`config.mk`:
```
export PLATFORM = sky130hd
export DESIGN_NAME = uart_tx_mmio
export DESIGN_NICKNAME = d
export VERILOG_FILES = /design/src/rtl/uart_tx_mmio.sv
export SDC_FILE = /design/constraint.sdc
export NUM_CORES = 1
export LEC_CHECK = 0
export BUFFER_PORTS_ARGS = -buffer_cell sky130_fd_sc_hd__buf_2
export CAP_MARGIN = 5
export CORE_ASPECT_RATIO = 1.2
export CORE_MARGIN = 5
export CORE_UTILIZATION = 50
export DETAILED_ROUTE_END_ITERATION = 12
export PLACE_DENSITY = 0.69
export SLEW_MARGIN = 20
export SYNTH_ARGS = -nofsm -noshare
export SYNTH_HDL_FRONTEND = slang
export SYNTH_SLANG_ARGS = --single-unit
```
`constraint.sdc`:
```
create_clock -name iCLK -period 4.52 [get_ports iCLK]
set_input_delay 0.904 -clock iCLK [delete_from_list [all_inputs] [get_ports iCLK]]
set_output_delay 0.904 -clock iCLK [all_outputs]
set_load 0.02 [all_outputs]
```
`src/rtl/uart_tx_mmio.sv`:
```
// Memory-mapped 8N1 UART transmitter: byte FIFO fed by DATA stores, drained by a serial shifter.
// Registers: DATA, STATUS, DIVISOR, reserved, decoded from DwAddress[3:2] within a 16-byte window.
module uart_tx_mmio #(
    parameter logic [31:0] BASE_ADDR   = 32'hFF200100,
    parameter int unsigned FIFO_DEPTH  = 16,
    parameter logic [15:0] DEFAULT_DIV = 16'd434
) (
    input  logic        iCLK,
    input  logic        iRST,
    input  logic        DwReadEnable,
    input  logic        DwWriteEnable,
    input  logic [3:0]  DwByteEnable,
    input  logic [31:0] DwAddress,
    input  logic [31:0] DwWriteData,
    output logic [31:0] oReadData,
    output logic        oSelected,
    output logic        oTX,
    output logic        oBusy
);

    localparam int unsigned PTR_W = (FIFO_DEPTH > 1) ? $clog2(FIFO_DEPTH) : 1;
    localparam int unsigned CNT_W = $clog2(FIFO_DEPTH + 1);

    typedef enum logic [1:0] {S_IDLE, S_START, S_DATA, S_STOP} state_t;

    state_t             state_q, state_d;
    logic [PTR_W-1:0]   wr_ptr_q, wr_ptr_d, rd_ptr_q, rd_ptr_d;
    logic [CNT_W-1:0]   count_q, count_d;
    logic               ovf_q, ovf_d;
    logic [15:0]        div_q, div_d;
    logic [15:0]        period_q, period_d;
    logic [15:0]        cnt_q, cnt_d;
    logic [2:0]         bit_q, bit_d;
    logic [7:0]         shift_q, shift_d;
    logic               tx_q, tx_d;
    logic [7:0]         mem_q [FIFO_DEPTH];

    logic        sel, wr_en, full, empty, push_req, push, pop, last;
    logic [1:0]  reg_off;
    logic [31:0] rdata;
    logic        unused_ok;

    assign sel       = (DwAddress[31:4] == BASE_ADDR[31:4]);
    assign reg_off   = DwAddress[3:2];
    assign wr_en     = sel && DwWriteEnable;
    assign full      = (count_q == CNT_W'(FIFO_DEPTH));
    assign empty     = (count_q == '0);
    assign push_req  = wr_en && (reg_off == 2'd0) && DwByteEnable[0];
    assign push      = push_req && !full;
    assign pop       = (state_q == S_IDLE) && !empty;
    assign last      = (cnt_q == period_q - 16'd1);
    assign unused_ok = ^{DwReadEnable, DwAddress[1:0], DwByteEnable[3:2], DwWriteData[31:16]};

    always_comb begin
        wr_ptr_d = wr_ptr_q;
        rd_ptr_d = rd_ptr_q;
        count_d  = count_q;
        ovf_d    = ovf_q;
        div_d    = div_q;
        if (push) wr_ptr_d = wr_ptr_q + PTR_W'(1);
        if (pop)  rd_ptr_d = rd_ptr_q + PTR_W'(1);
        case ({push, pop})
            2'b10:   count_d = count_q + CNT_W'(1);
            2'b01:   count_d = count_q - CNT_W'(1);
            default: count_d = count_q;
        endcase
        // A dropped push wins over a clear; both cannot target the same register anyway.
        if (push_req && full)
            ovf_d = 1'b1;
        else if (wr_en && reg_off == 2'd1 && DwByteEnable[0] && DwWriteData[3])
            ovf_d = 1'b0;
        if (wr_en && reg_off == 2'd2) begin
            if (DwByteEnable[0]) div_d[7:0]  = DwWriteData[7:0];
            if (DwByteEnable[1]) div_d[15:8] = DwWriteData[15:8];
        end
    end

    always_comb begin
        state_d  = state_q;
        cnt_d    = cnt_q;
        bit_d    = bit_q;
        shift_d  = shift_q;
        period_d = period_q;
        tx_d     = tx_q;
        case (state_q)
            S_IDLE: begin
                tx_d = 1'b1;
                if (pop) begin
                    state_d  = S_START;
                    shift_d  = mem_q[rd_ptr_q];
                    period_d = (div_q == 16'd0) ? 16'd1 : div_q;
                    cnt_d    = '0;
                    bit_d    = '0;
                    tx_d     = 1'b0;
                end
            end
            S_START: begin
                if (last) begin
                    state_d = S_DATA;
                    cnt_d   = '0;
                    tx_d    = shift_q[0];
                end else begin
                    cnt_d = cnt_q + 16'd1;
                end
            end
            S_DATA: begin
                if (last) begin
                    cnt_d = '0;
                    if (bit_q == 3'd7) begin
                        state_d = S_STOP;
                        tx_d    = 1'b1;
                    end else begin
                        bit_d   = bit_q + 3'd1;
                        shift_d = shift_q >> 1;
                        tx_d    = shift_q[1];
                    end
                end else begin
                    cnt_d = cnt_q + 16'd1;
                end
            end
            S_STOP: begin
                if (last) begin
                    state_d = S_IDLE;
                    cnt_d   = '0;
                end else begin
                    cnt_d = cnt_q + 16'd1;
                end
            end
            default: state_d = S_IDLE;
        endcase
    end

    always_ff @(posedge iCLK) begin
        if (iRST) begin
            state_q  <= S_IDLE;
            wr_ptr_q <= '0;
            rd_ptr_q <= '0;
            count_q  <= '0;
            ovf_q    <= 1'b0;
            div_q    <= DEFAULT_DIV;
            period_q <= 16'd1;
            cnt_q    <= '0;
            bit_q    <= '0;
            shift_q  <= '0;
            tx_q     <= 1'b1;
        end else begin
            state_q  <= state_d;
            wr_ptr_q <= wr_ptr_d;
            rd_ptr_q <= rd_ptr_d;
            count_q  <= count_d;
            ovf_q    <= ovf_d;
            div_q    <= div_d;
            period_q <= period_d;
            cnt_q    <= cnt_d;
            bit_q    <= bit_d;
            shift_q  <= shift_d;
            tx_q     <= tx_d;
        end
    end

    always_ff @(posedge iCLK) begin
        if (push) mem_q[wr_ptr_q] <= DwWriteData[7:0];
    end

    always_comb begin
        rdata = '0;
        if (sel) begin
            case (reg_off)
                2'd1: begin
                    rdata[0]    = (state_q != S_IDLE);
                    rdata[1]    = full;
                    rdata[2]    = empty;
                    rdata[3]    = ovf_q;
                    rdata[15:8] = 8'(count_q);
                end
                2'd2:    rdata[15:0] = div_q;
                default: rdata = '0;
            endcase
        end
    end

    assign oReadData = rdata;
    assign oSelected = sel;
    assign oTX       = tx_q;
    assign oBusy     = (state_q != S_IDLE) || !empty;

endmodule

```
==> results.sh <==
export IMPL_p_total_mw=4.40
export IMPL_skew_ns=0.0160
export IMPL_r2r_worst_path_cells=9
export IMPL_die_h_microns=164
export IMPL_rr_startpoint="period_q[0]"
export IMPL_start_util_pct=50.5
export IMPL_p_leak_nw=3.91
export IMPL_path_buf_inv=3
export IMPL_fin_cells=1175
export IMPL_ys_warnings_count=0
export IMPL_fp_coreArea_sq_um=19500
export IMPL_overflow=0
export IMPL_final_area_sq_um=11100
export IMPL_worstMarginPinSlew_ns=0.986
export IMPL_cts_buffers_inserted=22
export IMPL_cts_tree="done"
export IMPL_cts_root_buffer="clkbuf_16"
export IMPL_regToRegEndpoint="shift_q[7]"
export IMPL_fin_tns_setup_ns=0
export IMPL_totalWireLength_mm=21.4
export IMPL_vdd_drop_max_uv=351
export IMPL_cts_buffer_depth=3
export IMPL_crit_top_cell="buf_2"
export IMPL_crit_path_end_kind="output port"
export IMPL_place_ws_ns=0.464
export IMPL_period_needed_ns=3.66
export IMPL_ys_ff_latch=208
export IMPL_critPathMaxStageDelay_ns=0.67
export IMPL_worst_path_stages=7
export IMPL_worst_endpoint_arrival_ns=2.75
export IMPL_placed_area_sq_um=10400
export IMPL_dp_cells=1135
export IMPL_cap_violations=0
export IMPL_finalHoldViolCount=0
export IMPL_cp_startpoint="DwAddress[7]"
export IMPL_fmax_ghz=0.274
export IMPL_syn_inst=829
export IMPL_cts_hold_buf=0
export IMPL_post_cts_buffers=0
export IMPL_slowest_stage="or4b_2"
export IMPL_antenna_found_initial=0
export IMPL_grt_pass1_wl_mm=34.0
export IMPL_hold_path_class="flip-flop to flip-flop"
export IMPL_postRouteAntennaNets=0
export IMPL_crit_path_max_fanout=13
export IMPL_cp_endpoint="oReadData[12]"
export IMPL_status="complete, no violations"
export IMPL_port_buffer_count=69
export IMPL_io_pins=107
export IMPL_first_iter_violations=359
export IMPL_cts_sinks=208
export IMPL_dp_hpwl_mm=14.8
export IMPL_fin_ws_ns=0.864
export IMPL_rows=56
export IMPL_yosys_cell_count_top_type="edfxtp_1"
export IMPL_firstDrtPassIters=5
export IMPL_fin_util_pct=57.2
export IMPL_netlist_area_sq_um=9830
export IMPL_synthArstFlopShare_pct=0
export IMPL_post_route_period_util_pct=80.9
export IMPL_cp_data_required_time_ns=3.62
export IMPL_synth_seq_area_share_pct=55.4
export IMPL_multi_input_area_sq_um=4010
export IMPL_syn_avg_cell_area_sq_um=11.9
export IMPL_seqCellArea_sq_um=5450
export IMPL_power_density_nw_per_um2=395
export IMPL_vias=6616
export IMPL_diodes=0
export IMPL_synth_area_top_cells="edfxtp_1 39%, dfxtp_1 16%, mux4_2 7.6%, nand2_1 2.8%, ha_1 2.7%"
export IMPL_path_clk_slew_ns=0.05
export IMPL_path_delay_family="simple AND/OR/NAND/NOR gates"
export IMPL_critical_path_class="input port to output port"
export IMPL_avgRoutedWirePerCell_microns=18.2
export IMPL_synthTopCellsByCount="128 x edfxtp_1, 80 x dfxtp_1, 74 x nand2_1, 68 x nor2_1, 41 x a21oi_1"
export IMPL_yosysTopAreaCell="edfxtp_1"
export IMPL_syn2layout_area_growth_pct=13.4
export IMPL_grt_pass1_vias=6380
export IMPL_clk_latency_ns=0.50
export IMPL_n_fill_cell=1640
export IMPL_gp_congestion=0.883
export IMPL_slew_viol_final=0
export IMPL_synth_top_area_share_pct=39.1
export IMPL_crit_chain="buf_2, or4b_2, nor4_2, buf_4, nand2_1, nor2_1, buf_2"
export IMPL_post_route_cells_drive_above_1_share_pct=20.8
export IMPL_grt_max_degree=52
export IMPL_synth_top_flop_cell="edfxtp_1"
export IMPL_route_detailed_drc=0
export IMPL_vias_per_cell=5.63
export IMPL_cts_htree_levels=1
export IMPL_globalRouteTotalUtil_pct=18.6
export IMPL_dieArea_sq_um=22600
export IMPL_fin_hold_ws_ns=0.469
export IMPL_final_nets=992
export IMPL_synth_cell_types=69
export IMPL_startpoint_type="input port"
export IMPL_cts_repair_resized=0
export IMPL_synth_edf_count=128
export IMPL_setup_viol=0
export IMPL_rsz0062_at_grt="no"
export IMPL_r2r_slack_ns=0.98
export IMPL_relSlewSlack_pct=33.7
export IMPL_fp_dieW_microns=138
worst reg2reg max path, cell delays in order (launching register included):
cell,delay [ns]
dfxtp_1,0.36
inv_1,0.08
ha_1,0.31
or4b_2,0.65
or4_1,0.44
a211oi_1,0.55
nor4_1,0.11
nand4_1,0.41
a21oi_1,0.18
o32ai_1,0.34
kinds of logic after synthesis:
group,after synthesis,synth area share (%)
AND/OR/NAND/NOR,268,13.9
buffers and inverters,94,4.48
XOR/XNOR,30,2.67
AO/OA/AOI/OAI,139,9.46
flip-flops,208,55.4
other,1,0.0381
adder cells (fa/ha/maj),22,2.88
multiplexers,67,11.2
metal layers:
metal,vias up,share of wire [%],wire length (microns),GRT usage [%]
met3,28,3.2,694,2.34
met5,-,0,0,0
met1,3257,42,9090,23.4
li1,3218,-,-,-
met4,0,1.6,342,3.95
met2,113,53,11300,34.4
placed cells by master (no fill, tap or decap), drive strengths merged, types with 14 or more instances in the layout:
| cell | instances |
|---|---|
| inv | 29 |
| edfxtp | 128 |
| nand3 | 16 |
| o21ai | 16 |
| mux2 | 14 |
| nand2 | 74 |
| and3 | 15 |
| dfxtp | 80 |
| buf | 94 |
| nor2 | 68 |
| conb | 16 |
| mux4 | 33 |
| clkbuf | 31 |
| a21oi | 41 |
| xnor2 | 15 |
| a31oi | 23 |
| ha | 21 |
| nor4 | 17 |
| xor2 | 15 |
| mux2i | 20 |
worst min-delay path by stage:
stage                             from      endpoint  slack (ns)  cells after the start
final                     period_q[15]  period_q[15]        0.47                      2
after global routing      period_q[15]  period_q[15]        0.50                      2
after CTS                 period_q[15]  period_q[15]        0.47                      2
after detailed placement  period_q[15]  period_q[15]        0.46                      2
after global placement    period_q[15]  period_q[15]        0.46                      2
after floorplan              div_q[13]  period_q[13]        0.45                      2
report_power, final:
| group | internal, mW | total [mW] | switching, mW |
|---|---|---|---|
| Sequential | 2.05 | 2.07 | 0.0243 |
| Combinational | 0.182 | 0.537 | 0.356 |
| Clock | 1.10 | 1.79 | 0.690 |
| Total | 3.33 | 4.40 | 1.07 |
state kept, by name (all words and copies together), names as in the netlist, 3 cells and up, named ones only:
| name | flops |
|---|---|
| rd_ptr_q | 4 |
| bit_q | 3 |
| period_q | 16 |
| mem_q | 128 |
| cnt_q | 16 |
| shift_q | 8 |
| wr_ptr_q | 4 |
| count_q | 5 |
| div_q | 16 |
layout make-up:
| type | count | area share [%] |
|---|---|---|
| clock buffer | 31 | 5.43 |
| clock inverter | 9 | 1.02 |
| inverter | 30 | 1.01 |
| multi-input combinational | 542 | 36.0 |
| sequential | 208 | 48.9 |
| tap | 261 | 2.93 |
| timing repair buffer | 94 | 4.78 |
Power figures use the tool's default switching activity.
